--- src/rtl/npu_pkg.sv ---
// Shared definitions for the NPU operand feeder.
// Contents: FSM state encoding, word/byte geometry, little-endian byte select.
package npu_pkg;

  localparam int unsigned BYTES_PER_WORD = 4;
  localparam int unsigned BYTE_W         = 8;
  localparam int unsigned WORD_W         = BYTES_PER_WORD * BYTE_W;
  localparam int unsigned BIDX_W         = $clog2(BYTES_PER_WORD);

  localparam logic [1:0] ST_IDLE   = 2'd0;
  localparam logic [1:0] ST_FETCH  = 2'd1;
  localparam logic [1:0] ST_STREAM = 2'd2;
  localparam logic [1:0] ST_DONE   = 2'd3;

  // Byte idx of a word, little-endian: byte 0 = bits [7:0].
  function automatic logic [BYTE_W-1:0] le_byte(input logic [WORD_W-1:0] word,
                                                input logic [BIDX_W-1:0] idx);
    le_byte = word[{idx, 3'b000} +: BYTE_W];
  endfunction

endpackage

--- src/rtl/npu_operand_feeder_if.sv ---
// Operand SRAM read bus for the NPU operand feeder (one port per operand).
// master: feeder side (drives read enables/addresses, receives read data).
// slave : SRAM side. Read data is valid the cycle after the read enable.
interface npu_operand_feeder_if #(
  parameter int unsigned ADDR_W = 12
);

  logic                       MEM_A_RE;
  logic [ADDR_W-1:0]          MEM_A_ADDR;
  logic [npu_pkg::WORD_W-1:0] MEM_A_RDATA;
  logic                       MEM_B_RE;
  logic [ADDR_W-1:0]          MEM_B_ADDR;
  logic [npu_pkg::WORD_W-1:0] MEM_B_RDATA;

  modport master (
    output MEM_A_RE, MEM_A_ADDR, MEM_B_RE, MEM_B_ADDR,
    input  MEM_A_RDATA, MEM_B_RDATA
  );

  modport slave (
    input  MEM_A_RE, MEM_A_ADDR, MEM_B_RE, MEM_B_ADDR,
    output MEM_A_RDATA, MEM_B_RDATA
  );

endinterface

--- src/rtl/npu_word_unpacker.sv ---
// Splits 32-bit operand words into a byte stream, little-endian.
// Holds the word being unpacked plus one prefetched word so the stream has no
// bubbles at word boundaries.
// Ports: CLK, rst_x; rdata (SRAM read data); load_nxt (capture rdata into the
// next-word register); advance (emit one byte); src_rdata (byte 0 taken
// straight from rdata instead of the next-word register); byte_idx (byte to
// emit); elem (registered output byte, holds while advance is low).
module npu_word_unpacker
  import npu_pkg::*;
(
  input  logic              CLK,
  input  logic              rst_x,
  input  logic [WORD_W-1:0] rdata,
  input  logic              load_nxt,
  input  logic              advance,
  input  logic              src_rdata,
  input  logic [BIDX_W-1:0] byte_idx,
  output logic [BYTE_W-1:0] elem
);

  logic [WORD_W-1:0] cur_word;
  logic [WORD_W-1:0] nxt_word;
  logic [WORD_W-1:0] src_word_c;

  // Byte 0 starts a new word; later bytes come from the word already latched.
  always_comb begin
    src_word_c = cur_word;
    if (byte_idx == '0) begin
      src_word_c = src_rdata ? rdata : nxt_word;
    end
  end

  always_ff @(posedge CLK or negedge rst_x) begin
    if (!rst_x) begin
      cur_word <= '0;
      nxt_word <= '0;
      elem     <= '0;
    end else begin
      if (load_nxt) begin
        nxt_word <= rdata;
      end
      if (advance) begin
        elem <= le_byte(src_word_c, byte_idx);
        if (byte_idx == '0) begin
          cur_word <= src_word_c;
        end
      end
    end
  end

endmodule

--- src/rtl/npu_operand_feeder.sv ---
// Feeds operand tensors A and B from two word SRAMs to the NPU core, one byte
// element of each per cycle, with start/busy/done handshake to the sequencer.
// Ports: CLK, rst_x (async, active-low); START/LEN/A_BASE/B_BASE job request;
// ABORT cancels a job; PAUSE freezes the stream; mem = SRAM read bus (master);
// INPUT_EN/A_IN/B_IN element stream; BUSY/DONE job status. All outputs registered.
module npu_operand_feeder
  import npu_pkg::*;
#(
  parameter int unsigned ADDR_W = 12,
  parameter int unsigned LEN_W  = 16
)(
  input  logic                 CLK,
  input  logic                 rst_x,
  input  logic                 START,
  input  logic                 ABORT,
  input  logic                 PAUSE,
  input  logic [LEN_W-1:0]     LEN,
  input  logic [ADDR_W-1:0]    A_BASE,
  input  logic [ADDR_W-1:0]    B_BASE,
  npu_operand_feeder_if.master mem,
  output logic                 INPUT_EN,
  output logic [BYTE_W-1:0]    A_IN,
  output logic [BYTE_W-1:0]    B_IN,
  output logic                 BUSY,
  output logic                 DONE
);

  logic [1:0]        state,     state_d;
  logic [LEN_W-1:0]  remaining, remaining_d;
  logic [BIDX_W-1:0] byte_idx,  byte_idx_d;
  logic [ADDR_W-1:0] addr_a,    addr_a_d;
  logic [ADDR_W-1:0] addr_b,    addr_b_d;
  logic              mem_re,    mem_re_d;
  logic              rd_pend,   rd_pend_d;
  logic              nxt_valid, nxt_valid_d;
  logic              input_en_d, busy_d, done_d;
  logic              issue_c;
  logic              load_nxt_c;
  logic              src_rdata_c;

  assign mem.MEM_A_RE   = mem_re;
  assign mem.MEM_B_RE   = mem_re;
  assign mem.MEM_A_ADDR = addr_a;
  assign mem.MEM_B_ADDR = addr_b;

  // With no word buffered, byte 0 is taken from the read returning this cycle.
  assign src_rdata_c = !nxt_valid;

  // Next-state and next-register logic; A and B share all control.
  always_comb begin
    state_d     = state;
    remaining_d = remaining;
    byte_idx_d  = byte_idx;
    addr_a_d    = addr_a;
    addr_b_d    = addr_b;
    mem_re_d    = 1'b0;
    rd_pend_d   = mem_re;
    nxt_valid_d = nxt_valid;
    issue_c     = 1'b0;
    load_nxt_c  = 1'b0;

    case (state)
      ST_IDLE: begin
        if (START) begin
          remaining_d = LEN;
          addr_a_d    = A_BASE;
          addr_b_d    = B_BASE;
          byte_idx_d  = '0;
          nxt_valid_d = 1'b0;
          if (LEN != '0) begin
            state_d  = ST_FETCH;
            mem_re_d = 1'b1;
          end else begin
            state_d = ST_DONE;
          end
        end
      end
      ST_FETCH: begin
        state_d = ST_STREAM;
      end
      ST_STREAM: begin
        issue_c = !PAUSE && (remaining != '0) &&
                  ((byte_idx != '0) || nxt_valid || rd_pend);
        if (issue_c) begin
          remaining_d = remaining - 1'b1;
          byte_idx_d  = byte_idx + 1'b1;
          // Prefetch the next word on byte 1, only if elements remain past this word.
          if ((byte_idx == BIDX_W'(1)) && (remaining > LEN_W'(3))) begin
            mem_re_d = 1'b1;
            addr_a_d = addr_a + 1'b1;
            addr_b_d = addr_b + 1'b1;
          end
        end
        // Returning data parks in the next-word register unless consumed directly.
        load_nxt_c = rd_pend && !(issue_c && (byte_idx == '0) && src_rdata_c);
        if (issue_c && (byte_idx == '0)) begin
          nxt_valid_d = 1'b0;
        end else if (rd_pend) begin
          nxt_valid_d = 1'b1;
        end
        if (remaining == '0) begin
          state_d = ST_DONE;
        end
      end
      ST_DONE: begin
        state_d = ST_IDLE;
      end
      default: begin
        state_d = ST_IDLE;
      end
    endcase

    // Abort drops the job and any read still in flight.
    if (ABORT && (state != ST_IDLE)) begin
      state_d     = ST_IDLE;
      issue_c     = 1'b0;
      load_nxt_c  = 1'b0;
      mem_re_d    = 1'b0;
      rd_pend_d   = 1'b0;
      nxt_valid_d = 1'b0;
    end

    input_en_d = issue_c;
    busy_d     = (state_d == ST_FETCH) || (state_d == ST_STREAM);
    done_d     = (state_d == ST_DONE);
  end

  always_ff @(posedge CLK or negedge rst_x) begin
    if (!rst_x) begin
      state     <= ST_IDLE;
      remaining <= '0;
      byte_idx  <= '0;
      addr_a    <= '0;
      addr_b    <= '0;
      mem_re    <= 1'b0;
      rd_pend   <= 1'b0;
      nxt_valid <= 1'b0;
      INPUT_EN  <= 1'b0;
      BUSY      <= 1'b0;
      DONE      <= 1'b0;
    end else begin
      state     <= state_d;
      remaining <= remaining_d;
      byte_idx  <= byte_idx_d;
      addr_a    <= addr_a_d;
      addr_b    <= addr_b_d;
      mem_re    <= mem_re_d;
      rd_pend   <= rd_pend_d;
      nxt_valid <= nxt_valid_d;
      INPUT_EN  <= input_en_d;
      BUSY      <= busy_d;
      DONE      <= done_d;
    end
  end

  npu_word_unpacker u_unpack_a (
    .CLK       (CLK),
    .rst_x     (rst_x),
    .rdata     (mem.MEM_A_RDATA),
    .load_nxt  (load_nxt_c),
    .advance   (issue_c),
    .src_rdata (src_rdata_c),
    .byte_idx  (byte_idx),
    .elem      (A_IN)
  );

  npu_word_unpacker u_unpack_b (
    .CLK       (CLK),
    .rst_x     (rst_x),
    .rdata     (mem.MEM_B_RDATA),
    .load_nxt  (load_nxt_c),
    .advance   (issue_c),
    .src_rdata (src_rdata_c),
    .byte_idx  (byte_idx),
    .elem      (B_IN)
  );

endmodule

--- src/flat_wrapper.sv ---
// flat-port wrapper written by rule: the top's interface ports become plain ports
module npu_operand_feeder_flat import npu_pkg::*;
#(
  parameter int unsigned ADDR_W = 12,
  parameter int unsigned LEN_W  = 16
)
  (CLK, rst_x, START, ABORT, PAUSE, LEN, A_BASE, B_BASE, INPUT_EN, A_IN, B_IN, BUSY, DONE, mem_MEM_A_RE, mem_MEM_A_ADDR, mem_MEM_B_RE, mem_MEM_B_ADDR, mem_MEM_A_RDATA, mem_MEM_B_RDATA);
  npu_operand_feeder_if #(.ADDR_W(ADDR_W)) mem_i ();
  input  logic CLK;
  input  logic rst_x;
  input  logic START;
  input  logic ABORT;
  input  logic PAUSE;
  input  logic [LEN_W-1:0] LEN;
  input  logic [ADDR_W-1:0] A_BASE;
  input  logic [ADDR_W-1:0] B_BASE;
  output logic INPUT_EN;
  output logic [BYTE_W-1:0] A_IN;
  output logic [BYTE_W-1:0] B_IN;
  output logic BUSY;
  output logic DONE;
  output wire logic [$bits(mem_i.MEM_A_RE)-1:0] mem_MEM_A_RE;
  output wire logic [$bits(mem_i.MEM_A_ADDR)-1:0] mem_MEM_A_ADDR;
  output wire logic [$bits(mem_i.MEM_B_RE)-1:0] mem_MEM_B_RE;
  output wire logic [$bits(mem_i.MEM_B_ADDR)-1:0] mem_MEM_B_ADDR;
  input wire logic [$bits(mem_i.MEM_A_RDATA)-1:0] mem_MEM_A_RDATA;
  input wire logic [$bits(mem_i.MEM_B_RDATA)-1:0] mem_MEM_B_RDATA;
  assign mem_MEM_A_RE = mem_i.MEM_A_RE;
  assign mem_MEM_A_ADDR = mem_i.MEM_A_ADDR;
  assign mem_MEM_B_RE = mem_i.MEM_B_RE;
  assign mem_MEM_B_ADDR = mem_i.MEM_B_ADDR;
  assign mem_i.MEM_A_RDATA = mem_MEM_A_RDATA;
  assign mem_i.MEM_B_RDATA = mem_MEM_B_RDATA;
  npu_operand_feeder #(.ADDR_W(ADDR_W), .LEN_W(LEN_W)) u_core (.CLK(CLK), .rst_x(rst_x), .START(START), .ABORT(ABORT), .PAUSE(PAUSE), .LEN(LEN), .A_BASE(A_BASE), .B_BASE(B_BASE), .mem(mem_i), .INPUT_EN(INPUT_EN), .A_IN(A_IN), .B_IN(B_IN), .BUSY(BUSY), .DONE(DONE));
endmodule
--- config.mk ---
export PLATFORM = sky130hd
export DESIGN_NAME = npu_operand_feeder_flat
export DESIGN_NICKNAME = d
export VERILOG_FILES = /design/src/rtl/npu_pkg.sv /design/src/rtl/npu_operand_feeder_if.sv /design/src/rtl/npu_word_unpacker.sv /design/src/rtl/npu_operand_feeder.sv /design/src/flat_wrapper.sv
export SDC_FILE = /design/constraint.sdc
export NUM_CORES = 1
export LEC_CHECK = 0
export CORE_MARGIN = 2
export CORE_UTILIZATION = 56
export CTS_CLUSTER_SIZE = 10
export DETAILED_ROUTE_END_ITERATION = 8
export PLACE_DENSITY_LB_ADDON = 0.25
export SLEW_MARGIN = 5
export SYNTH_ARGS = -nofsm -noshare
export SYNTH_HDL_FRONTEND = slang
export SYNTH_SLANG_ARGS = --single-unit
export TNS_END_PERCENT = 30
--- constraint.sdc ---
create_clock -name CLK -period 3.6 [get_ports CLK]
set_input_delay 0.72 -clock CLK [delete_from_list [all_inputs] [get_ports CLK]]
set_output_delay 0.72 -clock CLK [all_outputs]
set_load 0.03 [all_outputs]
# Yosys cells after proc, flatten, opt, wreduce, memory -nomap -nowiden
# Index checks and enable logic that the tools add are counted.
[op_classes] n_addsub=4 mul=0 n_div=0 n_lt_le_gt_ge=1 eq_ne=12 shifts=2 n_mux=39 bitwise=0 n_reduce_logical=26
[op_table] cell="$mux W32" n=4
[op_table] cell="$mux W12" n=6
[op_table] cell="$shiftx A32 B6 Y8" n=2
[op_table] cell="$pmux W12 S2" n=2
[op_table] cell="$mux W16" n=2
[op_table] cell="$pmux W16 S2" n=1
[op_table] cell="$reduce_bool A16 Y1" n=2
[op_table] cell="$add A12 B1 Y12 const B" n=2
[op_table] cell="$gt A16 B2 Y1 const B" n=1
[op_table] cell="$logic_not A16 Y1" n=1
[op_table] cell="$sub A16 B1 Y16 const B" n=1
[op_table] cell="$mux W1" n=14
[op_table] cell="$mux W2" n=6
[op_table] cell="$eq A2 B2 Y1 const B" n=4
[op_table] cell="$pmux W2 S4" n=1
[op_table] cell="$logic_and A1 B1 Y1" n=7
[op_table] cell="$eq A2 B1 Y1 const B" n=3
[op_table] cell="$reduce_and A3 Y1" n=2
[op_table] cell="$reduce_bool A2 Y1" n=3
[op_table] cell="$logic_not A2 Y1" n=2
[op_table] cell="$ne A2 B1 Y1 const B" n=2
[op_table] cell="$ne A4 B1 Y1 const B" n=1
[op_table] cell="$pmux W1 S2" n=2
[op_table] cell="$pmux W2 S2" n=1
[op_table] cell="8 further kinds" n=12
[totals] register_bits=194 latch_bits=0 mem_bits_rw=0 mem_bits_ro=0 in_bits=109 output_inout_bits=45 wordCells=101 mem_count=0

# Depth between registers and ports, before layout
# Gate-level depths: netlist (run 1).
[logic_depth] depth_word=10 mapped_depth=12 depth_no_buf=7

# Hierarchy
# A second synthesis (run 1) with hierarchy kept.
[unflattened] hier_cells=860 area_unflattened_um2=9370.2
[by_module_without_submodules] mod="npu_word_unpacker" n_inst=2 cells_per_inst=237 area_each_um2=3011.6 seq_area_each_um2=1601.5
[by_module_without_submodules] mod="npu_operand_feeder" n_inst=1 cells_per_inst=386 area_each_um2=3347.0 seq_area_each_um2=1251.2

# Least setup slack after synthesis (run 1)
# No wires, ideal clock.
[synth_path] kind="register to register" startpoint="register u_core.byte_idx[0]" endpoint="register u_core.remaining[15]" setup_time_ns=0.120 arrival_time_ns=2.754 required_time_ns=3.480 path_slack_ns=0.725 path_stages_with_launch=11 period_less_slack_ns=2.875 path_cell_list="dfrtp_1 > clkbuf_1 > clkbuf_1 > inv_1 > ha_1 > clkbuf_1 > a21oi_2 > buf_2 > nand4_1 > or4_1 > o211a_1"
[synth_via] elab_chain_cells=6
[synth_rtl] element="from (decl)" line_no="npu_operand_feeder.sv:30" rtl="logic [BIDX_W-1:0] byte_idx, byte_idx_d;"
[synth_rtl] element="from (signal assigned)" line_no="npu_operand_feeder.sv:144" rtl="byte_idx <= byte_idx_d;"
[synth_rtl] element="$reduce_bool A2 Y1" line_no="npu_operand_feeder.sv:83" rtl="((byte_idx != '0) || nxt_valid || rd_pend);"
[synth_rtl] element="$logic_or A1 B1 Y1 (2 in series)" line_no="npu_operand_feeder.sv:83"
[synth_rtl] element="$logic_and A1 B1 Y1" line_no="npu_operand_feeder.sv:82" rtl="issue_c = !PAUSE && (remaining != '0) &&"
[synth_rtl] element="$ne A2 B1 Y1 (no line)"
[synth_rtl] element="$reduce_and A3 Y1 (no line)"
[synth_rtl] element="to (signal assigned)" line_no="npu_operand_feeder.sv:143" rtl="remaining <= remaining_d;"
[synth_rtl] element="to (decl)" line_no="npu_operand_feeder.sv:29" rtl="logic [LEN_W-1:0] remaining, remaining_d;"
# No other way between the ends.
# A chain may end at the register's enable or synchronous reset.

# Worst setup path in the final report (run 1)
[layout_path] startpoint="register u_core.byte_idx[1]" endpoint="register u_core.u_unpack_b.nxt_word[14]"
[layout_via] elab_chain_cells=10 word_cells_on_any_way=11
[layout_rtl] element="$reduce_bool A2 Y1" line_no="npu_operand_feeder.sv:83"
[layout_rtl] element="$logic_or A1 B1 Y1 (2 in series)" line_no="npu_operand_feeder.sv:83"
[layout_rtl] element="$logic_and A1 B1 Y1" line_no="npu_operand_feeder.sv:82"
[layout_rtl] element="$logic_and A1 B1 Y1 (*) (2 in series)" line_no="npu_operand_feeder.sv:95" rtl="load_nxt_c = rd_pend && !(issue_c && (byte_idx == '0) && src_rdata_c);"
[layout_rtl] element="$logic_not A1 Y1 (*)" line_no="npu_operand_feeder.sv:95"
[layout_rtl] element="$logic_and A1 B1 Y1 (*)" line_no="npu_operand_feeder.sv:95"
[layout_rtl] element="$mux W1 (*)" line_no="npu_operand_feeder.sv:62" rtl="case (state)"
[layout_rtl] element="$mux W1 (*)" line_no="npu_operand_feeder.sv:114" rtl="if (ABORT && (state != ST_IDLE)) begin"
[layout_rtl] element="to (signal assigned)" line_no="npu_word_unpacker.sv:40" rtl="nxt_word <= rdata;"
[layout_rtl] element="to (decl)" line_no="npu_word_unpacker.sv:22" rtl="logic [WORD_W-1:0] nxt_word;"
# Every way passes the cells marked *; elsewhere a longest branch is shown, timed or not.

==> results of run 1 <==
-- worst max path at each step --
stage,endpoint,start,slack [ns],cells past startpoint
after floorplan,u_core.remaining[15],u_core.byte_idx[0],0.73,10
after global routing,u_core.u_unpack_b.nxt_word[20],u_core.byte_idx[1],0.80,8
after CTS,u_core.u_unpack_b.nxt_word[14],u_core.byte_idx[1],0.92,8
after global placement,u_core.u_unpack_a.nxt_word[17],ABORT,0.81,6
after detailed placement,u_core.u_unpack_b.nxt_word[14],ABORT,0.77,6
final,u_core.u_unpack_b.nxt_word[14],u_core.byte_idx[1],0.96,8
-- area by class of cell --
type	count	area, sq um	area share
clock buffers	17	425.4	0.03243
well taps	260	325.3	0.02480
inverters	12	45.04	0.003434
multi-input cells	654	5547	0.4229
clock inverters	15	163.9	0.01250
flip-flops and latches	194	4860	0.3705
repair buffers	171	1745	0.1331
diodes	2	5.005	0.0003816
-- Yosys cell counts (all sizes together) (5+ instances only) --
master	n
mux2i	73
nor2	15
nor4	14
buf	39
o22ai	16
nand2	103
or4	11
nor3	10
a41oi	5
and2	10
a222oi	9
clkbuf	33
o21ai	73
mux2	112
and3	8
dfrtp	194
a31o	5
inv	12
nand4	19
or3	6
a21oi	29
mux4	48
ha	8
nand3	31
-- power by group --
group / leakage [uW] / switching, uW / total, uW / internal (uW)
Combinational: 0.00261 / 2550 / 5030 / 2480
Clock: 0.000282 / 925 / 1920 / 992
Sequential: 0.00241 / 911 / 4160 / 3240
Total: 0.00530 / 4390 / 11100 / 6710
-- worst reg2reg max path, delay by kind of cell (launching register included) --
family	cells	cell delay, ns
DFF	1	0.39
muxes	1	0.34
and+or+nand+nor	1	0.13
AOI/OAI and AO/OA	1	0.39
buffers and inverters	4	1.00
adders and majority gates	1	0.27
-- routing by layer --
layer / share of wire / track usage
met5: 0 / 0
met4: 0.020 / 0.08308
met3: 0.059 / 0.04432
met2: 0.49 / 0.4160
met1: 0.43 / 0.3459
-- state kept, by name, summed over array words and instances, names as in the netlist --
register and cells:
u_core.u_unpack_a.cur_word 32, u_core.u_unpack_a.nxt_word 32, u_core.u_unpack_b.cur_word 32, u_core.u_unpack_b.nxt_word 32, u_core.remaining 16, u_core.mem.MEM_A_ADDR 12, u_core.mem.MEM_B_ADDR 12, u_core.u_unpack_a.elem 8
u_core.u_unpack_b.elem 8, u_core.byte_idx 2, u_core.state 2, u_core.BUSY 1, u_core.DONE 1, u_core.INPUT_EN 1, u_core.mem.MEM_A_RE 1, u_core.nxt_valid 1
u_core.rd_pend 1
-- through the flow --
| step | area, sq um | std cells | setup slack, ns | utilization |
|---|---|---|---|---|
| 2_1_floorplan | 10880 | 932 | 0.7255 | - |
| 5_1_grt | 13110 | 1323 | 0.7984 | 0.6940 |
| 4_1_cts | 13110 | 1323 | 0.9233 | 0.6940 |
| 3_5_place_dp | 12520 | 1291 | 0.7737 | 0.6628 |
| 6_report | 13120 | 1325 | 0.9603 | 0.6942 |
| 3_3_place_gp | 12520 | 1291 | 0.8093 | 0.6628 |
-- cell families (layout without fill, tap and decap cells) --
| group | Yosys count | in the layout | synth area share |
|---|---|---|---|
| compound gates | 166 | 166 | 0.09603 |
| xor+xnor | 2 | 2 | 0.001610 |
| fa+ha+maj | 8 | 8 | 0.009201 |
| buf+inv | 84 | 215 | 0.04554 |
| flops | 194 | 194 | 0.4462 |
| mux | 233 | 233 | 0.2825 |
| other cells | 0 | 2 | 0 |
| simple gates | 245 | 245 | 0.1189 |
==> flow_results.org, run 1 <==
** Synthesis
- By area the synthesized netlist is led by dfrtp_1 45%, mux4_2 9.9%, mux2i_1 6.7%.
- Post-synthesis net count :: 1049
- The largest total area in the synthesized netlist belongs to dfrtp_1.
- Warning count from the yosys run :: 0
- The cell count after synthesis came out at 932.
- Number of flops mapped to enable cells by yosys :: 0
- Part of the Yosys area used for sequential elements :: 0.4462
- After synthesis the cells add up to 0.01088 sq mm.
- Top FF cell, synth :: dfrtp_1
- Dividing the synthesized area by the synthesized cell count gives 11.67 sq um.
- In this run, synthesis produced a sequential element count of 194.
- Post-synth cell types :: 62
- The share of synthesized area in the top cell type comes to 0.4462.
- FFs w/ async S/R, synth :: 1.000

** Detailed routing
- Across all layers, the routed design uses 8126 vias.
- The detail route stage leaves a number of antenna-violating nets equal to 0.
- After detailed routing, the number of remaining DRC violations is 0.
- Wire length per cell after detailed routing :: 19.04 um
- Wirelength, routed :: 25.23 mm
- DR pass1 iterations :: 5
- First-iteration detailed-routing DRC count :: 695
- In the routed layout, each cell is associated on average with a via count of 6.133.

** Layout
- In the final layout, the share of cells above drive strength 1 is 0.1684.
- Area growth from synthesis to final layout :: 20.56%
- Number of inserted filler cells in the final layout :: 1429
- Commonest cells after routing, fill and taps aside :: 192 x dfrtp_1, 152 x clkdlybuf4s50_1, 102 x nand2_1, 72 x mux2i_1, 71 x o21ai_0
- Most common cell after layout, fill and taps aside :: dfrtp_1
- Number of nets in the layout :: 1167

** Floorplan
- The die covers 0.02056 sq mm.
- Number of rows created at floorplan :: 50
- I/O pin total :: 154
- Die Span Y :: 143.4 um
- The die is 143.4 um wide.
- Initial core utilization :: 0.5758
- The core region is 0.01889 sq mm.

** Timing
- At the pin with the least slew margin, the transition time is 1.179 ns.
- Of the available clock period, the critical path in the final layout requires 0.7332.
- Setup violations remaining at the end of the flow were counted as 0.
- Number of hold violations in the final report :: 0
- Achievable clock frequency :: 378.8 MHz
- Unrepaired setup endpoints after global routing :: no
- Post-route clock skew :: 0.01314 ns
- Hold is met by 0.2915 ns.
- Worst slew margin :: 0.2108
- Subtracting the final worst setup slack from the clock period gives 2.640 ns.
- Summed over all failing endpoints, the final setup total negative slack is 0 ns.
- The final count of pins violating max slew came to 0.

** Pwr
- Power per cell area :: 846.5 mW/mm^2
- Summing internal, switching and leakage power gives 11100 uW.
- VDD IR-drop max :: 0.3998 mV
- Static Leakage :: 0.005302 uW

** Worst setup path
- Critical path's top delay family :: buffers and inverters
- The signal on the critical path passes through inv_2 > buf_4 > ha_1 > buf_4 > nand3_2 > o211a_4 > buf_12 > mux2_1.
- Setup slack on the worst reg-to-reg path comes out at 0.96 ns.
- Among the stages of the critical path, the cell type that occurs most often is buf_4.
- Worst Path Max Fanout :: 30
- The worst setup path is captured at a register.
- For the worst setup path, the data required time is 3.91 ns.
- The worst register-to-register path ends at u_core.u_unpack_b.nxt_word[14].
- Worst Path Arrival :: 2.95 ns
- Launch instance of the worst register-to-register path :: u_core.byte_idx[1]
- The worst setup path is of the register to register kind.
- The worst setup path is launched from a register.
- The largest single stage delay on the critical path is 0.39 ns.
- Buffers plus inverters on the worst setup path :: 4
- Counting cells, the worst reg-to-reg path comes to 8.
- The slowest stage of the critical path is the dfrtp_1 cell.

** Global routing
- The number of antenna violations at the first check in global routing was 2.
- Wire length of the first global-routing pass :: 41.35 mm
- The via count of the first global-routing pass was 8162.
- For this run, the total global-route usage over all layers was measured as 0.2537.
- Entering global routing, the biggest net connects 129 pins.
- Overflow left after global routing :: 0

** Flow run
- Number of maximum-capacitance constraint violations :: 0

** Outcome
- The flow ran to the end, and the final reports show no timing, DRC or antenna violations.

** CTS
- Buffers inserted to repair hold after CTS numbered 0.
- CTS tree :: yes
- CTS H-tree lvls :: 4
- Insertion delay of the later-clocked pin in the worst-skew pair :: 0.44 ns
- Cts bufs inserted :: 17
- After clock tree synthesis, the clock-pin slew on the worst setup and hold paths is 0.08 ns.
- Post-CTS sizing :: 0
- CTS Root Buffer Type :: clkbuf_16
- After clock tree synthesis, the setup repair step added 0 buffers.
- Clock sink count :: 194
- Max Root-Sink Buffers :: 2

** Hold path
- Path type of the worst min-delay path :: primary input to async pin

** Place
- Routability-driven placement finished with a final weighted congestion of 0.8194.
- IO buf count :: 153
- Hpwl dp :: 16.55 mm
Note: power is estimated with default switching activity, not from simulation.
==> run 2: changes to the inputs <==
clock period = 2.7 ns   (was 3.6 ns; I/O delays follow)
==> run 2 against run 1 <==
Effect of this change:
- count of clock-buffer cells in the layout is the same
- non-clock buffer count grew 21
- die area unchanged
- cell count grew 1.4%
- sequential share of layout area fell by 0.63 points
- register-to-register slack worse by 0.75 ns
- critical path depth rose by 1
- total power increased by 36%
- flip-flop and latch count unchanged
- core utilization is 1.2 points higher
- largest cell class unchanged
==> flow_results.org, run 2 (synthesis results as in run 1) <==
** Outcome
- The flow ran to the end, and the final reports show no timing, DRC or antenna violations.

** Timing
- The number of hold violations in the final report is 0 (unchanged).
- Total negative slack for setup checks :: 0 ns (unchanged)
- The largest clock skew in the final design is 0.01214 ns (-0.0009978 ns).
- The post-route minimum period is 2.486 ns (-0.1534 ns).
- The tightest slew margin relative to the limit is 0.5614 (+0.3506).
- Transition at the pin with the smallest max-transition slack :: 0.6579 ns (-0.5215 ns)
- The final setup violation count is 0 (unchanged).
- Achievable clock frequency :: 402.2 MHz (+6.2%)
- The final count of pins violating max slew was 0 (unchanged).
- Period Utilization, post-route :: 0.9208 (+0.1876)
- Post-layout worst setup margin :: 0.2137 ns (-0.7466 ns)
- Unrepaired setup endpoints after global routing :: no

** Layout
- Number of inserted filler cells in the final layout :: 1403 (-1.8%)
- The fraction of the core area covered by cells at the end of the flow was 0.7062 (+0.01192).
- Share of final-layout standard cells stronger than drive strength 1 :: 0.1845 (+0.01611)
- From synthesis to final layout, the design area changed by 22.63%.
- Most common cell after layout, fill and taps aside :: dfrtp_1
- The net count reported at finish was 1188 (+1.8%).
- In the layout the commonest cells are 192 x dfrtp_1, 152 x clkdlybuf4s50_1, 102 x nand2_1, 72 x mux2i_1, 71 x o21ai_0.
- Antenna diode instance count :: 0 (-2)

** Worst setup path
- Reg-to-reg endpoint :: u_core.mem.MEM_A_ADDR[11]
- The critical path required time came to 3.04 ns (-0.87 ns).
- The most critical setup path has its endpoint at u_core.mem.MEM_A_ADDR[11].
- Category of the worst setup path capture point :: register
- Worst setup path category :: register to register
- Setup slack on the worst flop-to-flop path :: 0.21 ns (-0.75 ns)
- Source of the critical timing path :: u_core.remaining[0]
- The top fanout value on the critical path was 21 (-30%).
- The worst setup path is launched from a register.
- Launch instance of the worst register-to-register path :: u_core.remaining[0]
- The depth of the worst register-to-register path is 9 (+1).
- The data arrival time of the worst path is 2.83 ns (-0.12 ns).

** CTS
- The total number of H-tree levels was 4 (unchanged).
- The number of buffers on the longest clock path was 2 (unchanged).
- Postcts setup bufs :: 0 (unchanged)
- The count of hold-fix buffers inserted at cts was 0 (unchanged).
- TritonCTS built the clock tree.
- Clock tree synthesis selected as its root buffer the cell clkbuf_16.
- Clock sink count :: 194 (unchanged)
- The clock insertion delay at the later pin of the skew report came to 0.43 ns (about the same).
- The number of buffers inserted during clock tree synthesis came to 17 (unchanged).
- The clock transition at the register clock pins on the worst setup and hold paths after CTS was 0.07 ns (about the same).
- The post-cts repair resize count was 0 (unchanged).

** Global routing
- The global routing usage on met2 is 0.4163 (about the same).
- The global routing stage identified its most utilized layer as met2.
- Vias in the first global route :: 8107 (-0.67%)
- Total GRT Usage :: 0.2574 (+0.003774)
- Number of antenna violations at the first check in global routing :: 0 (-2)
- Global-route track usage on met3 :: 0.05032 (+0.005998)
- The first-pass GRT wire length came to 41.52 mm (+0.42%).
- The pin count of the biggest net entering global routing is 82 (-36%).
- The remaining global-route overflow came to 0 (unchanged).
- GRT met1 Usage :: 0.3600 (+0.01408)

** Detailed routing
- The remaining antenna violation count was 0 (unchanged).
- Number of vias after detailed routing :: 8178 (+0.64%)
- Wirelength, routed :: 25.44 mm (+0.82%)
- The average wire length per cell after detail routing is 18.92 um (-0.60%).
- The number of DRC markers after the initial detailed-route iteration is 577 (-17%).
- The number of iterations in the first detailed-routing pass was 7 (+2).
- The via count normalized by instance count was 6.085 (-0.78%).
- DRC violation count after routing :: 0 (unchanged)

** Place
- The total of buffers placed on input and output ports is 153 (unchanged).
- The final weighted congestion in routability-driven placement is 0.8758 (+6.9%).
- The worst slack at placement is 0.1763 ns (-0.5974 ns).
- Hpwl dp :: 17.33 mm (+4.7%)

** Flow run
- Number of maximum-capacitance constraint violations :: 0 (unchanged)

** Floorplan
- The starting density of the core was 0.5758 (unchanged).
- The horizontal die dimension came to 143.4 um (unchanged).
- The core outline area came to 0.01889 sq mm (unchanged).
- The total number of placement rows is 50 (unchanged).
- The number of I/O pins was 154 (unchanged).
- Die area :: 0.02056 sq mm (unchanged)
- The y dimension of the die was 143.4 um (unchanged).

** Pwr
- The total power density per cell area came to 1133 mW/mm^2 (+34%).
- The static leakage was 0.005432 uW (+2.5%).
- VDD IR-drop max :: 0.6988 mV (+75%)

** Hold path
- Path type of the worst min-delay path :: primary input to async pin
## run 2: cell types whose count changed in the layout (fill, tap and decap cells not counted), sizes merged
cell      previous run  this run
buf                 18        39
inv                 21        18
bufinv               1         3
clkinv               2         4
diode                2         0
clkinvlp             3         2
## run 2: per-layer routing
metal / part of all wire / routed length, um / vias to the layer above
met2: 0.49 / 12340 / 253
met3: 0.057 / 1440 / 31
li1: - / - / 3806
met1: 0.44 / 11260 / 4088
met5: 0 / 0 / -
met4: 0.015 / 391 / 0
## run 2: layout make-up
type                       instances  area, sq um  share of cell area
clock buffer                      17        425.4             0.03189
clock inverter                    15        198.9             0.01491
inverter                          12        45.04            0.003376
multi-input combinational        654         5547              0.4157
sequential                       194         4860              0.3643
tap                              260        325.3             0.02438
timing repair buffer             192         1941              0.1455
## run 2: worst max-delay path, stage by stage, from the launching register on
cell	delay, ns
dfrtp_1	0.36
inv_1	0.09
ha_1	0.24
nor3b_1	0.16
nand4_1	0.21
buf_4	0.26
nand4_1	0.18
buf_12	0.21
or4_1	0.49
a31oi_1	0.20
## run 2: metrics by stage
step	hold slack [ns]	cells	cell area (sq um)	total power (uW)
after detailed placement	0.4658	1312	12720	12480
after global routing	0.1769	1344	13340	16090
after global placement	0.4558	1312	12720	12210
after CTS	0.1605	1344	13340	15190
after floorplan	0.2444	932	10880	10200
final	0.1472	1344	13340	15120
## run 2: power by group
part | total (uW) | switching, uW | internal [uW]
Combinational | 6900 | 3450 | 3450
Sequential | 5550 | 1220 | 4330
Clock | 2670 | 1180 | 1490
## run 2: how the worst min path moves through the flow
| stage | end | slack (ns) |
|---|---|---|
| 4_1_cts | u_core.INPUT_EN | 0.16 |
| 3_3_place_gp | u_core.u_unpack_a.cur_word[8] | 0.46 |
| 6_report | u_core.INPUT_EN | 0.15 |
| 3_5_place_dp | u_core.u_unpack_a.cur_word[13] | 0.47 |
| 5_1_grt | u_core.u_unpack_b.elem[2] | 0.18 |
| 2_1_floorplan | u_core.BUSY | 0.24 |
==> run 3: changes to the inputs <==
GPL_ROUTABILITY_DRIVEN = 1   (was not set)
==> results of run 3 <==
No change in the layout: final DEF, timing and power equal those of run 2.
==> RTL change 1 (config.mk and constraints of run 1) <==
Register the inputs `START`, `ABORT`, `PAUSE`, `LEN`, `A_BASE` and `B_BASE` before use. The logic sees them one clock later. The other inputs are not delayed to match.
--- a/src/rtl/npu_operand_feeder.sv
+++ b/src/rtl/npu_operand_feeder.sv
@@ -25,4 +25,20 @@
   output logic                 DONE
 );
+
+  logic START_q;
+  logic ABORT_q;
+  logic PAUSE_q;
+  logic [LEN_W-1:0] LEN_q;
+  logic [ADDR_W-1:0] A_BASE_q;
+  logic [ADDR_W-1:0] B_BASE_q;
+
+  always_ff @(posedge CLK) begin
+    START_q  <= START;
+    ABORT_q  <= ABORT;
+    PAUSE_q  <= PAUSE;
+    LEN_q    <= LEN;
+    A_BASE_q <= A_BASE;
+    B_BASE_q <= B_BASE;
+  end
 
   logic [1:0]        state,     state_d;
@@ -62,11 +78,11 @@
     case (state)
       ST_IDLE: begin
-        if (START) begin
-          remaining_d = LEN;
-          addr_a_d    = A_BASE;
-          addr_b_d    = B_BASE;
+        if (START_q) begin
+          remaining_d = LEN_q;
+          addr_a_d    = A_BASE_q;
+          addr_b_d    = B_BASE_q;
           byte_idx_d  = '0;
           nxt_valid_d = 1'b0;
-          if (LEN != '0) begin
+          if (LEN_q != '0) begin
             state_d  = ST_FETCH;
             mem_re_d = 1'b1;
@@ -80,5 +96,5 @@
       end
       ST_STREAM: begin
-        issue_c = !PAUSE && (remaining != '0) &&
+        issue_c = !PAUSE_q && (remaining != '0) &&
                   ((byte_idx != '0) || nxt_valid || rd_pend);
         if (issue_c) begin
@@ -112,5 +128,5 @@
 
     // Abort drops the job and any read still in flight.
-    if (ABORT && (state != ST_IDLE)) begin
+    if (ABORT_q && (state != ST_IDLE)) begin
       state_d     = ST_IDLE;
       issue_c     = 1'b0;
Formal check against the unedited RTL: not equivalent (Yosys sat finds a counterexample within 4 cycles, from zero or initial values and one cycle with rst_x low).
==> RTL change 1 against run 1 <==
Worst setup slack worse by 180 ps; total power up 6.8%; critical path depth is 1 lower; global-route usage grew 1.0 points; die area is 6.1% higher; final area is 7.9% higher; combinational power shrank 5.4%; sequential cell count up 43; wire length up 13%; sequential share of layout area rose by 3.4 points; cell count increased by 7.8%; synthesized area up 6.3%; largest power group unchanged.
==> RTL change 1: results (changes against run 1) <==
| Metric | Value |
|---|---|
| CP Max Fanout | 18 (-40%) |
| Async set-or-reset flop fraction in the synthesized netlist | 0.8186 (-0.1814) |
| Synth Area in Adders | 0.009738 (+0.0005375) |
| Slowest stage cell, crit path | or2_0 |
| CTS H-tree depth | 1 (-3) |
| Reg2reg path depth | 7 (-1) |
| First-pass GRT wire length | 46370 um (+12%) |
| Placed Instances | 1385 (+7.3%) |
| Lkg Pwr | 5.411 nW (+2.1%) |
| Routability cong. | 0.9009 (+9.9%) |
| Worst EP arrival | 3240 ps (+290 ps) |
| Layout clock buffer count | 40 (+23) |
| Drt via density | 6.212 (+1.3%) |
| Flop and latch count out of synthesis | 237 (+22%) |
| Tot GR Track Use | 0.2638 (+0.01014) |
| Pre-CTS WS | 832.9 ps (+59.14 ps) |
| Drt total wl | 28400 um (+13%) |
| Reg2reg setup slack | 780 ps (-180 ps) |
| Sequential area share after synthesis | 0.4943 (+0.04803) |
| Number of non-clock inverters | 14 (+2) |
| Status | finished, final reports clean |
| R2r endpoint | u_core.u_unpack_a.elem[2]$_DFFE_PN0P_ |
| Fill count | 1462 (+2.3%) |
| Mapped Nets | 1132 (+7.9%) |
| Antenna diodes | 1 (-1) |
| Seq. cell area | 5720 sq um (+18%) |
| # Taps | 270 (+3.8%) |
| Post-detailed-route wirelength per cell | 19.87 um (+4.4%) |
| Data buffer area share | 0.1246 (-0.008459) |
[RTL change 1: cell count changes after synthesis, moves of 9 or more]
| cell | change |
|---|---|
| a21oi_1 | +74 |
| a222oi_1 | -9 |
| a31oi_1 | +19 |
| and2_1 | -10 |
| clkbuf_1 | +12 |
| dfxtp_1 | +43 |
| mux2_1 | -60 |
| mux2_2 | +29 |
| nand2_1 | -36 |
| nand3_1 | -19 |
| nand4_1 | -10 |
| nor2_1 | +90 |
| o21ai_0 | -62 |
| or3_1 | +9 |
[RTL change 1: power groups by stage]
stage          sequential (mW)  combinational [mW]  clock [mW]
2_1_floorplan             4.79                3.01           0
3_3_place_gp              4.55                4.60           0
3_5_place_dp              4.61                4.72           0
4_1_cts                   4.58                4.76        2.53
5_1_grt                   4.74                5.17        2.64
6_report                  4.61                4.76        2.49
[RTL change 1: layer usage]
layer | wire length [um] | global-route usage
met3 | 1797 | 0.03981
met2 | 13960 | 0.4374
met4 | 629 | 0.07740
met5 | 0 | 0
met1 | 12010 | 0.3653
==> RTL change 2 (settings of run 1) <==
Made on the original files. Set the package constant `BYTES_PER_WORD` to 8 (it was 4).
--- a/src/rtl/npu_pkg.sv
+++ b/src/rtl/npu_pkg.sv
@@ -3,5 +3,5 @@
 package npu_pkg;
 
-  localparam int unsigned BYTES_PER_WORD = 4;
+  localparam int unsigned BYTES_PER_WORD = 8;
   localparam int unsigned BYTE_W         = 8;
   localparam int unsigned WORD_W         = BYTES_PER_WORD * BYTE_W;
Interface: changed (resized mem_MEM_A_RDATA and mem_MEM_B_RDATA); port bits go from 154 to 218. No check against the original RTL was run, so the function may have changed too.
==> RTL change 2 against run 1 <==
Cell count grew 55%; final area grew 51%; sequential cell count grew 129; total power grew 51%; worst setup slack lost 250 ps; fmax shrank 8.7%; count of clock-buffer cells in the layout grew 28; wire length grew 65%; global-route usage grew 1.9 points; synthesized area grew 51%; sequential power grew 61%; largest power group is now registers.
==> RTL change 2: results (changes against run 1) <==
| Metric | Value |
|---|---|
| Tot GR Track Use | 0.2725 (+0.01884) |
| Mapped Nets | 1673 (+59%) |
| Slowest stage cell, crit path | a21oi_2 |
| Initial DRC Count | 1285 (+85%) |
| Multi-input combinational area share | 0.3854 (-0.03747) |
| Clk_lat worst skew | 520 ps (+80 ps) |
| Layout cell share with drive strength beyond 1 | 0.1322 (-0.03618) |
| Reg power frac | 0.401 (+0.027) |
| Detail Placement HPWL | 28180 um (+70%) |
| Via count | 12420 (+53%) |
| Layout clock buffer count | 45 (+28) |
| Clock Sinks | 323 (+66%) |
| CTS buffer count | 38 (+21) |
| Placed Instances | 2001 (+55%) |
| Post-route insts no fill | 2048 (+55%) |
| Clock skew | 19.70 ps (+6.566 ps) |
| Data buffer area share | 0.1257 (-0.007369) |
| Crit-path leading delay family | compound AO/OA/AOI/OAI gates |
| Nonclk buf count | 243 (+42%) |
| Routability cong. | 0.8761 (+6.9%) |
| Initial antenna violation count | 1 (-1) |
| Clk network pwr share | 0.203 (+0.030) |
| CTS H-tree depth | 2 (-2) |
| Syn Area/Cell | 11.05 sq um (-5.4%) |
| Max clock buf depth | 3 (+1) |
| Top cells by count, synth | 323 x dfrtp_1, 168 x nand2_1, 153 x o21ai_0 |
| Fill count | 2111 (+48%) |
| Reg2reg setup slack | 710 ps (-250 ps) |
| Net count, final | 1839 (+58%) |
| Clock-cell share of area | 0.05317 (+0.008238) |
| Reg2reg path depth | 7 (-1) |
| Unique cell type count in the Yosys netlist | 64 (+3.2%) |
| Drt total wl | 41680 um (+65%) |
| Total internal power | 10.58 mW (+58%) |
| Top cells by area, synth | dfrtp_1 49%, mux2_4 11%, mux2i_1 7.9% |
| Status | finished, final reports clean |
| Clk slew on worst S/H paths | 60 ps (-20 ps) |
| Pin count of the biggest net entering global routing | 118 (-8.5%) |
| # port buffers | 217 (+42%) |
| Worst vdd ir | 0.0005337 V (+33%) |
| Worst setup path startpoint | u_core.remaining[0]$_DFFE_PN0P_ |
| Hold Slack | 208.2 ps (-83.36 ps) |
RTL change 2: cell families after synthesis:
logic type,after synthesis,share of synthesized area
DFF,323,0.4907
AOI/OAI and AO/OA,400,0.1571
xor gates and xnor gates,2,0.001064
and+or+nand+nor,370,0.1028
buffers and inverters,129,0.04763
muxes,258,0.1939
adders and majority gates,9,0.006837
RTL change 2: layer usage:
layer | wire (um) | GRT usage | share of wire
met4 | 999 | 0.07541 | 0.024
met1 | 19030 | 0.4078 | 0.46
met2 | 18290 | 0.4053 | 0.44
met3 | 3362 | 0.05519 | 0.081
met5 | 0 | 0 | 0
RTL change 2: per-stage QoR:
stage	instance area (sq um)	power (mW)	setup slack (ps)
3_5_place_dp	18720	13.27	743.4
6_report	19770	16.76	708.9
2_1_floorplan	16470	11.21	788.0
5_1_grt	19770	17.76	442.3
4_1_cts	19770	16.76	771.4
3_3_place_gp	18720	12.96	825.3
